==> config.mk <==
export PLATFORM = sky130hd
export DESIGN_NAME = fetch_unit
export DESIGN_NICKNAME = d
export VERILOG_FILES = /design/src/rtl/fetch_unit.sv
export SDC_FILE = /design/constraint.sdc
export NUM_CORES = 1
export LEC_CHECK = 0
export BUFFER_PORTS_ARGS = -buffer_cell sky130_fd_sc_hd__clkbuf_2
export CAP_MARGIN = 10
export CORE_MARGIN = 5
export CORE_UTILIZATION = 23
export DETAILED_ROUTE_END_ITERATION = 8
export PLACE_DENSITY = 0.51
export SETUP_SLACK_MARGIN = 0.02
export SYNTH_ARGS = -nofsm -noshare
export SYNTH_HDL_FRONTEND = slang
export SYNTH_SLANG_ARGS = --single-unit
==> constraint.sdc <==
create_clock -name clk -period 8.3 [get_ports clk]
set_clock_uncertainty 0.05 [all_clocks]
set_input_delay 1.245 -clock clk [delete_from_list [all_inputs] [get_ports clk]]
set_output_delay 1.245 -clock clk [all_outputs]
set_load 0.05 [all_outputs]
==> src/rtl/fetch_unit.sv <==
// Fetch engine: issues packet-aligned fetch requests under a credit limit,
// collects in-order responses into a small queue for the instruction buffer,
// and drops responses that were in flight when a redirect arrived.
module fetch_unit #(
    parameter int unsigned              CPU_ADDR_BITS = 32,
    parameter int unsigned              CPU_INST_BITS = 32,
    parameter int unsigned              FETCH_WIDTH   = 2,
    parameter logic [CPU_ADDR_BITS-1:0] RESET_PC      = '0,
    parameter int unsigned              RESP_Q_DEPTH  = 2
) (
    input  logic                                 clk,
    input  logic                                 rst,
    input  logic                                 flush,
    input  logic [CPU_ADDR_BITS-1:0]             redirect_pc,
    output logic                                 imem_req_val,
    input  logic                                 imem_req_rdy,
    output logic [CPU_ADDR_BITS-1:0]             imem_req_addr,
    input  logic                                 imem_resp_val,
    input  logic [FETCH_WIDTH*CPU_INST_BITS-1:0] imem_resp_data,
    output logic [CPU_ADDR_BITS-1:0]             pc,
    output logic [FETCH_WIDTH*CPU_INST_BITS-1:0] icache_dout,
    output logic                                 icache_dout_val,
    input  logic                                 inst_buffer_rdy
);

    localparam int unsigned PktBits  = FETCH_WIDTH * CPU_INST_BITS;
    localparam int unsigned PktBytes = PktBits / 8;
    localparam int unsigned PtrBits  = $clog2(RESP_Q_DEPTH);
    localparam int unsigned CntBits  = $clog2(RESP_Q_DEPTH + 1);

    localparam logic [CPU_ADDR_BITS-1:0] PcStride = CPU_ADDR_BITS'(PktBytes);
    localparam logic [CPU_ADDR_BITS-1:0] OffMask  = CPU_ADDR_BITS'(PktBytes - 1);
    localparam logic [CntBits:0]         QDepth   = (CntBits + 1)'(RESP_Q_DEPTH);

    // Architectural state
    logic [CPU_ADDR_BITS-1:0] r_fetch_pc, w_fetch_pc_d;
    logic [CntBits-1:0]       r_inflight, w_inflight_d;
    logic [CntBits-1:0]       r_drop_cnt, w_drop_cnt_d;
    logic [CntBits-1:0]       r_q_cnt,    w_q_cnt_d;
    logic [PtrBits-1:0]       r_q_wptr,   w_q_wptr_d;
    logic [PtrBits-1:0]       r_q_rptr,   w_q_rptr_d;
    logic [PtrBits-1:0]       r_pf_wptr,  w_pf_wptr_d;
    logic [PtrBits-1:0]       r_pf_rptr,  w_pf_rptr_d;

    // Storage: response queue {pc, data} and issued-address FIFO
    logic [CPU_ADDR_BITS-1:0] r_q_pc   [RESP_Q_DEPTH];
    logic [PktBits-1:0]       r_q_data [RESP_Q_DEPTH];
    logic [CPU_ADDR_BITS-1:0] r_pf_pc  [RESP_Q_DEPTH];

    logic w_credit_ok;
    logic w_fire;
    logic w_drop;
    logic w_enq;
    logic w_deq;

    // Issue gating and handshake decode
    always_comb begin
        // A slot is reserved for every outstanding request, so responses never stall.
        w_credit_ok     = ({1'b0, r_inflight} + {1'b0, r_q_cnt}) < QDepth;
        imem_req_val    = ~rst & ~flush & w_credit_ok;
        imem_req_addr   = r_fetch_pc;
        w_fire          = imem_req_val & imem_req_rdy;
        w_drop          = imem_resp_val & (r_drop_cnt != '0);
        w_enq           = imem_resp_val & ~w_drop & ~flush;
        icache_dout_val = (r_q_cnt != '0);
        w_deq           = icache_dout_val & inst_buffer_rdy;
        pc              = r_q_pc[r_q_rptr];
        icache_dout     = r_q_data[r_q_rptr];
    end

    // Next-state for counters, pointers and fetch PC
    always_comb begin
        w_inflight_d = r_inflight;
        if (w_fire && !imem_resp_val) begin
            w_inflight_d = r_inflight + CntBits'(1);
        end else if (!w_fire && imem_resp_val) begin
            w_inflight_d = r_inflight - CntBits'(1);
        end

        w_pf_wptr_d = w_fire        ? r_pf_wptr + PtrBits'(1) : r_pf_wptr;
        w_pf_rptr_d = imem_resp_val ? r_pf_rptr + PtrBits'(1) : r_pf_rptr;

        w_fetch_pc_d = w_fire ? r_fetch_pc + PcStride : r_fetch_pc;
        w_drop_cnt_d = w_drop ? r_drop_cnt - CntBits'(1) : r_drop_cnt;
        w_q_wptr_d   = w_enq ? r_q_wptr + PtrBits'(1) : r_q_wptr;
        w_q_rptr_d   = w_deq ? r_q_rptr + PtrBits'(1) : r_q_rptr;
        w_q_cnt_d    = r_q_cnt;
        if (w_enq && !w_deq) begin
            w_q_cnt_d = r_q_cnt + CntBits'(1);
        end else if (!w_enq && w_deq) begin
            w_q_cnt_d = r_q_cnt - CntBits'(1);
        end

        // Redirect wins: everything still outstanding after this edge is stale.
        if (flush) begin
            w_fetch_pc_d = redirect_pc & ~OffMask;
            w_drop_cnt_d = w_inflight_d;
            w_q_cnt_d    = '0;
            w_q_wptr_d   = '0;
            w_q_rptr_d   = '0;
        end
    end

    // Control state register with asynchronous reset
    always_ff @(posedge clk or posedge rst) begin
        if (rst) begin
            r_fetch_pc <= RESET_PC;
            r_inflight <= '0;
            r_drop_cnt <= '0;
            r_q_cnt    <= '0;
            r_q_wptr   <= '0;
            r_q_rptr   <= '0;
            r_pf_wptr  <= '0;
            r_pf_rptr  <= '0;
        end else begin
            r_fetch_pc <= w_fetch_pc_d;
            r_inflight <= w_inflight_d;
            r_drop_cnt <= w_drop_cnt_d;
            r_q_cnt    <= w_q_cnt_d;
            r_q_wptr   <= w_q_wptr_d;
            r_q_rptr   <= w_q_rptr_d;
            r_pf_wptr  <= w_pf_wptr_d;
            r_pf_rptr  <= w_pf_rptr_d;
        end
    end

    // Payload storage; contents are qualified by the counters so need no reset
    always_ff @(posedge clk) begin
        if (w_fire) begin
            r_pf_pc[r_pf_wptr] <= r_fetch_pc;
        end
        if (w_enq) begin
            r_q_pc[r_q_wptr]   <= r_pf_pc[r_pf_rptr];
            r_q_data[r_q_wptr] <= imem_resp_data;
        end
    end

endmodule

* After elaboration in Yosys (flattened, before gate mapping) *
Memory sizes are Yosys's and may differ from the RTL's.
Index checks and enable logic that the tools add are counted.

cells by class
  bitwise operators = 10
  mux-type cells = 17
  reductions and logical operators = 15
  $lt $le $gt $ge = 1
  $add $sub $neg = 11

operators by type and width
  operator               count
  $mux 32                2
  $add 32x4->32 const B  1
  $mux 2                 7
  $reduce_bool 2->1      6
  $mux 1                 8
  $and 1x1->1            7
  $sub 2x1->2 const B    3
  $add 1x1->1 const B    4
  $add 2x1->2 const B    2
  $logic_and 1x1->1      4
  $logic_not 1->1        4
  $add 2x2->3            1
  $lt 3x2->1 const B     1
  $not 1->1              3
  $reduce_bool 3->1      1

storage, ports and cells
  RAM bits = 256
  memories = 3
  word-level logic and storage cells = 65
  register bits = 42
  input bits = 102

memories
  memory    words  bits a word  read ports  clocked after Yosys merged registers in  wr ports  line  RTL
  r_q_data  2      64           1           0                                        1         47    logic [PktBits-1:0] r_q_data [RESP_Q_DEPTH];
  r_pf_pc   2      32           1           0                                        1         48    logic [CPU_ADDR_BITS-1:0] r_pf_pc [RESP_Q_DEPTH];
  r_q_pc    2      32           1           0                                        1         46    logic [CPU_ADDR_BITS-1:0] r_q_pc [RESP_Q_DEPTH];

* Depth between registers and ports, before layout *
  depth in word-level cells = 10
  mapped depth = 9
  mapped depth without buffers = 7

* Worst setup path before layout *
Ideal clock, no wire load.

  path type = input to register
  start = input port flush
  end = memory r_q_data[0][0] in the netlist's numbering, enable pin
  buffers on the path = 3
  stages = 4
  library setup time = 0.659 ns
  path slack = -0.516 ns
  arrival = 8.107 ns
  path through = buf_6 clkbuf_1 buf_1 nor3_1

on the way
  cells in the longest elaborated chain, start to end = 4

RTL lines
  element                       line  RTL
  start: declaration            13    input logic flush,
  $not 1->1                     64    w_enq = imem_resp_val & ~w_drop & ~flush;
  $and 1x1->1                   64
  $mux 1                        132   if (w_enq) begin
  $mux 1 (not written as such)  134   r_q_data[r_q_wptr] <= imem_resp_data;
  end: declaration              47

Every way passes these cells.

* Worst setup path after layout *
  start = register r_q_rptr
  end = output port pc[24]

on the way
  cells in the longest elaborated chain, start to end = 1

RTL lines
  element                   line  RTL
  start: declaration        41    logic [PtrBits-1:0] r_q_rptr, w_q_rptr_d;
  start signal: assignment  121   r_q_rptr <= w_q_rptr_d;
  $mem_v2 2x32              --
  end: declaration          20    output logic [CPU_ADDR_BITS-1:0] pc,

Every way passes these cells.

==> impl_metrics.tcl <==
set metrics [dict create \
    core-area_um2 47800 \
    final_cell_mix "244 x edfxtp_1, 222 x clkbuf_2, 123 x mux2_2" \
    syn_inst 653 \
    crit_path_max_fanout 66 \
    power_leakage_uw 0.00519 \
    fin_nets 1001 \
    synthesis.area_um2 11200 \
    initial_core_util_pct 23.3 \
    synth_area_per_cell_um2 17.1 \
    cp.required_ns 7.01 \
    cts_buffers 36 \
    postPlaceCellArea_um2 13000 \
    clock_latency_ns 0.53 \
    die_h_um 230 \
    grt_use_total_pct 10.8 \
    final_max_slew_viol_count 0 \
    root_buffer "clkbuf_16" \
    cts_resized 0 \
    routed_wl_mm 28.9 \
    max-slew-margin-rel_pct 32.2 \
    max_freq_ghz 0.239 \
    fin_area_um2 14200 \
    topRoutingLayerUsed "met4" \
    h-tree-depth 2 \
    period_share_pct 50.5 \
    drive_gt1_share_pct 45.6 \
    cts_tree "built" \
    setup.worst_path.class "reg2out" \
    drt_iter0_drc 339 \
    cts_max_path_buffers 3 \
    ir_drop_mv 0.135 \
    hold_viol 0 \
    final_common_cell "edfxtp_1" \
    grt_start_max_net_pins 67 \
    crit_path_cell_trace "buf_4, mux2_2, clkbuf_2" \
    rsz0062_at_grt "no" \
    num_vias 6542 \
    clk_pin_slew_ns 0.06 \
    num_rows 80 \
    dieArea_um2 53000 \
    grt_pass1_wl_mm 43.7 \
    max_cap_violations 0 \
    p_per_area_nw_per_um2 301 \
    worstMarginPinSlew_ns 1.01 \
    ant_nets 0 \
    ys_warn_count 0 \
    wl_met1_mm 12.9 \
    wl_met3_mm 2.41 \
    antenna_found_initial 1 \
    fin_tns_setup_ns 0 \
    synthDistinctLibCells 52 \
    outcome "completed" \
    io_buffer_count 222 \
    first_pass_iters 4 \
    antennaDiodeCount 0 \
    cpPeakStageDelay_ns 0.84 \
    fillers 4786 \
    dp_hpwl_mm 18.5 \
    ys_seq_area_share_pct 74.4 \
    fp.dieW_um 230 \
    area_delta_synth_final_pct 27.2 \
    synth_edf_count 244 \
    first_global_vias 6712 \
    vias_per_cell 4.26 \
    cp-end-kind "output port" \
    crit_path_start_kind "flip-flop" \
    synth_ff_type "edfxtp_1" \
    post_cts_buffers 0 \
    postSynth.asyncResetShare_pct 13.8 \
    cp.arrival_ns 2.90 \
    cts_sinks 283 \
    dr_wl_met2_mm 13.0 \
    num_io_pins 232 \
    slowest_stage "buf_4" \
    finalWorstPathRequiredPeriod_ns 4.19 \
    power_uw 4270 \
    holdBufCountCts 0 \
    synth.ff_latch_count 283 \
    critPathBufInv 2 \
    wl_per_cell_um 18.8 \
    setup_violations 0 \
    drcViolationCount 0 \
    path_delay_family "buffers and inverters" \
    gp_congestion 0.750 \
    grt_overflow 0 \
    hold_path.class "reg2reg" \
]
-- where the power goes --
group,internal [uW],switching (uW),leakage (uW)
clock network,1010,589,0.000580
registers,1710,91.9,0.00269
logic,254,614,0.00193
-- flip-flops by register name (all words and copies together), names as in the netlist --
signal / flops
r_q_rptr: 1
r_q_data: 128
r_drop_cnt: 2
r_inflight: 2
imem_req_addr: 29
r_pf_rptr: 1
r_pf_pc: 58
r_pf_wptr: 1
r_q_pc: 58
r_q_wptr: 1
r_q_cnt: 2
-- worst register-to-register path, cell delays in order (launching register included) --
cell and delay, ns:
dfrtp_1 0.41, and2_1 0.18, fa_1 0.48, nor4_4 0.40, nand2_2 0.53, nor2_4 0.97
-- final cells by class --
| cell class | instances | area (um^2) | share of cell area (%) |
|---|---|---|---|
| clock buffers | 50 | 975 | 6.87 |
| inverters | 11 | 41.3 | 0.291 |
| multi-input cells | 332 | 2690 | 19.0 |
| flip-flops and latches | 283 | 8310 | 58.5 |
| well taps | 615 | 769 | 5.42 |
| repair buffers | 232 | 1190 | 8.36 |
| clock inverters | 14 | 224 | 1.58 |
-- metal layers --
metal	up-vias	global-route usage (%)
li1	3025	-
met1	3241	14.7
met2	233	16.4
met3	43	3.74
met4	0	2.86
met5	-	0
-- cell families (layout without fill, tap and decap cells) --
group                    Yosys count  count (layout)  share of synthesized area, %
flip-flops                       283             283                          74.4
multiplexers                     125             125                          12.6
AND/OR/NAND/NOR                  122             122                          5.96
AO/OA/AOI/OAI                     66              66                          3.97
buffers and inverters             43             307                          1.87
XOR/XNOR                          10              10                         0.785
adder cells (fa/ha/maj)            3               3                         0.404
other                              1               6                        0.0336
-- final timing paths --
kind	startpoint	endpoint	slack, ns	depth (start not counted)
hold / removal	r_inflight[1]	r_inflight[1]	0.49	1
setup / recovery	r_q_rptr	pc[24]	4.11	3
hold reg to reg	r_inflight[1]	r_inflight[1]	0.49	1
min in group asynchronous	rst	r_inflight[1]	0.82	3
max in group asynchronous	rst	r_q_rptr	6.96	3
setup reg to reg	r_inflight[0]	r_pf_pc[0][25]	4.88	5
-- Yosys cell counts, drive strengths merged, types with 2 or more instances --
cell	count	area [um^2]
a21oi	6	30.0
a221o	4	40.0
a22oi	3	22.5
a31o	2	17.5
a31oi	5	31.3
a32oi	3	26.3
a41oi	2	17.5
and2	6	37.5
and3	9	56.3
buf	15	103
clkbuf	17	65.1
dfrtp	39	976
edfxtp	244	7330
ha	2	25.0
inv	11	41.3
mux2	123	1390
mux2i	2	20.0
nand2	36	138
nand2b	2	12.5
nand3	22	120
nand4	11	75.1
nor2	17	63.8
nor3	4	20.0
nor3b	2	20.0
nor4	6	67.6
o211ai	5	37.5
o21ai	25	125
o311ai	8	70.1
or4	3	26.3
xnor2	5	43.8
xor2	5	43.8
-- stage by stage --
| stage | worst slack, ns | util (%) | instances | hold slack, ns |
|---|---|---|---|---|
| finish | 4.11 | 29.7 | 1537 | 0.486 |
| global route | 3.90 | 29.7 | 1537 | 0.526 |
| CTS | 3.97 | 29.7 | 1537 | 0.484 |
| detailed placement | 4.17 | 27.2 | 1473 | 0.475 |
| global placement | 4.19 | 27.2 | 1473 | 0.469 |
| floorplan | 2.34 | - | 658 | 0.410 |
Note: power is estimated with default switching activity, not from simulation.
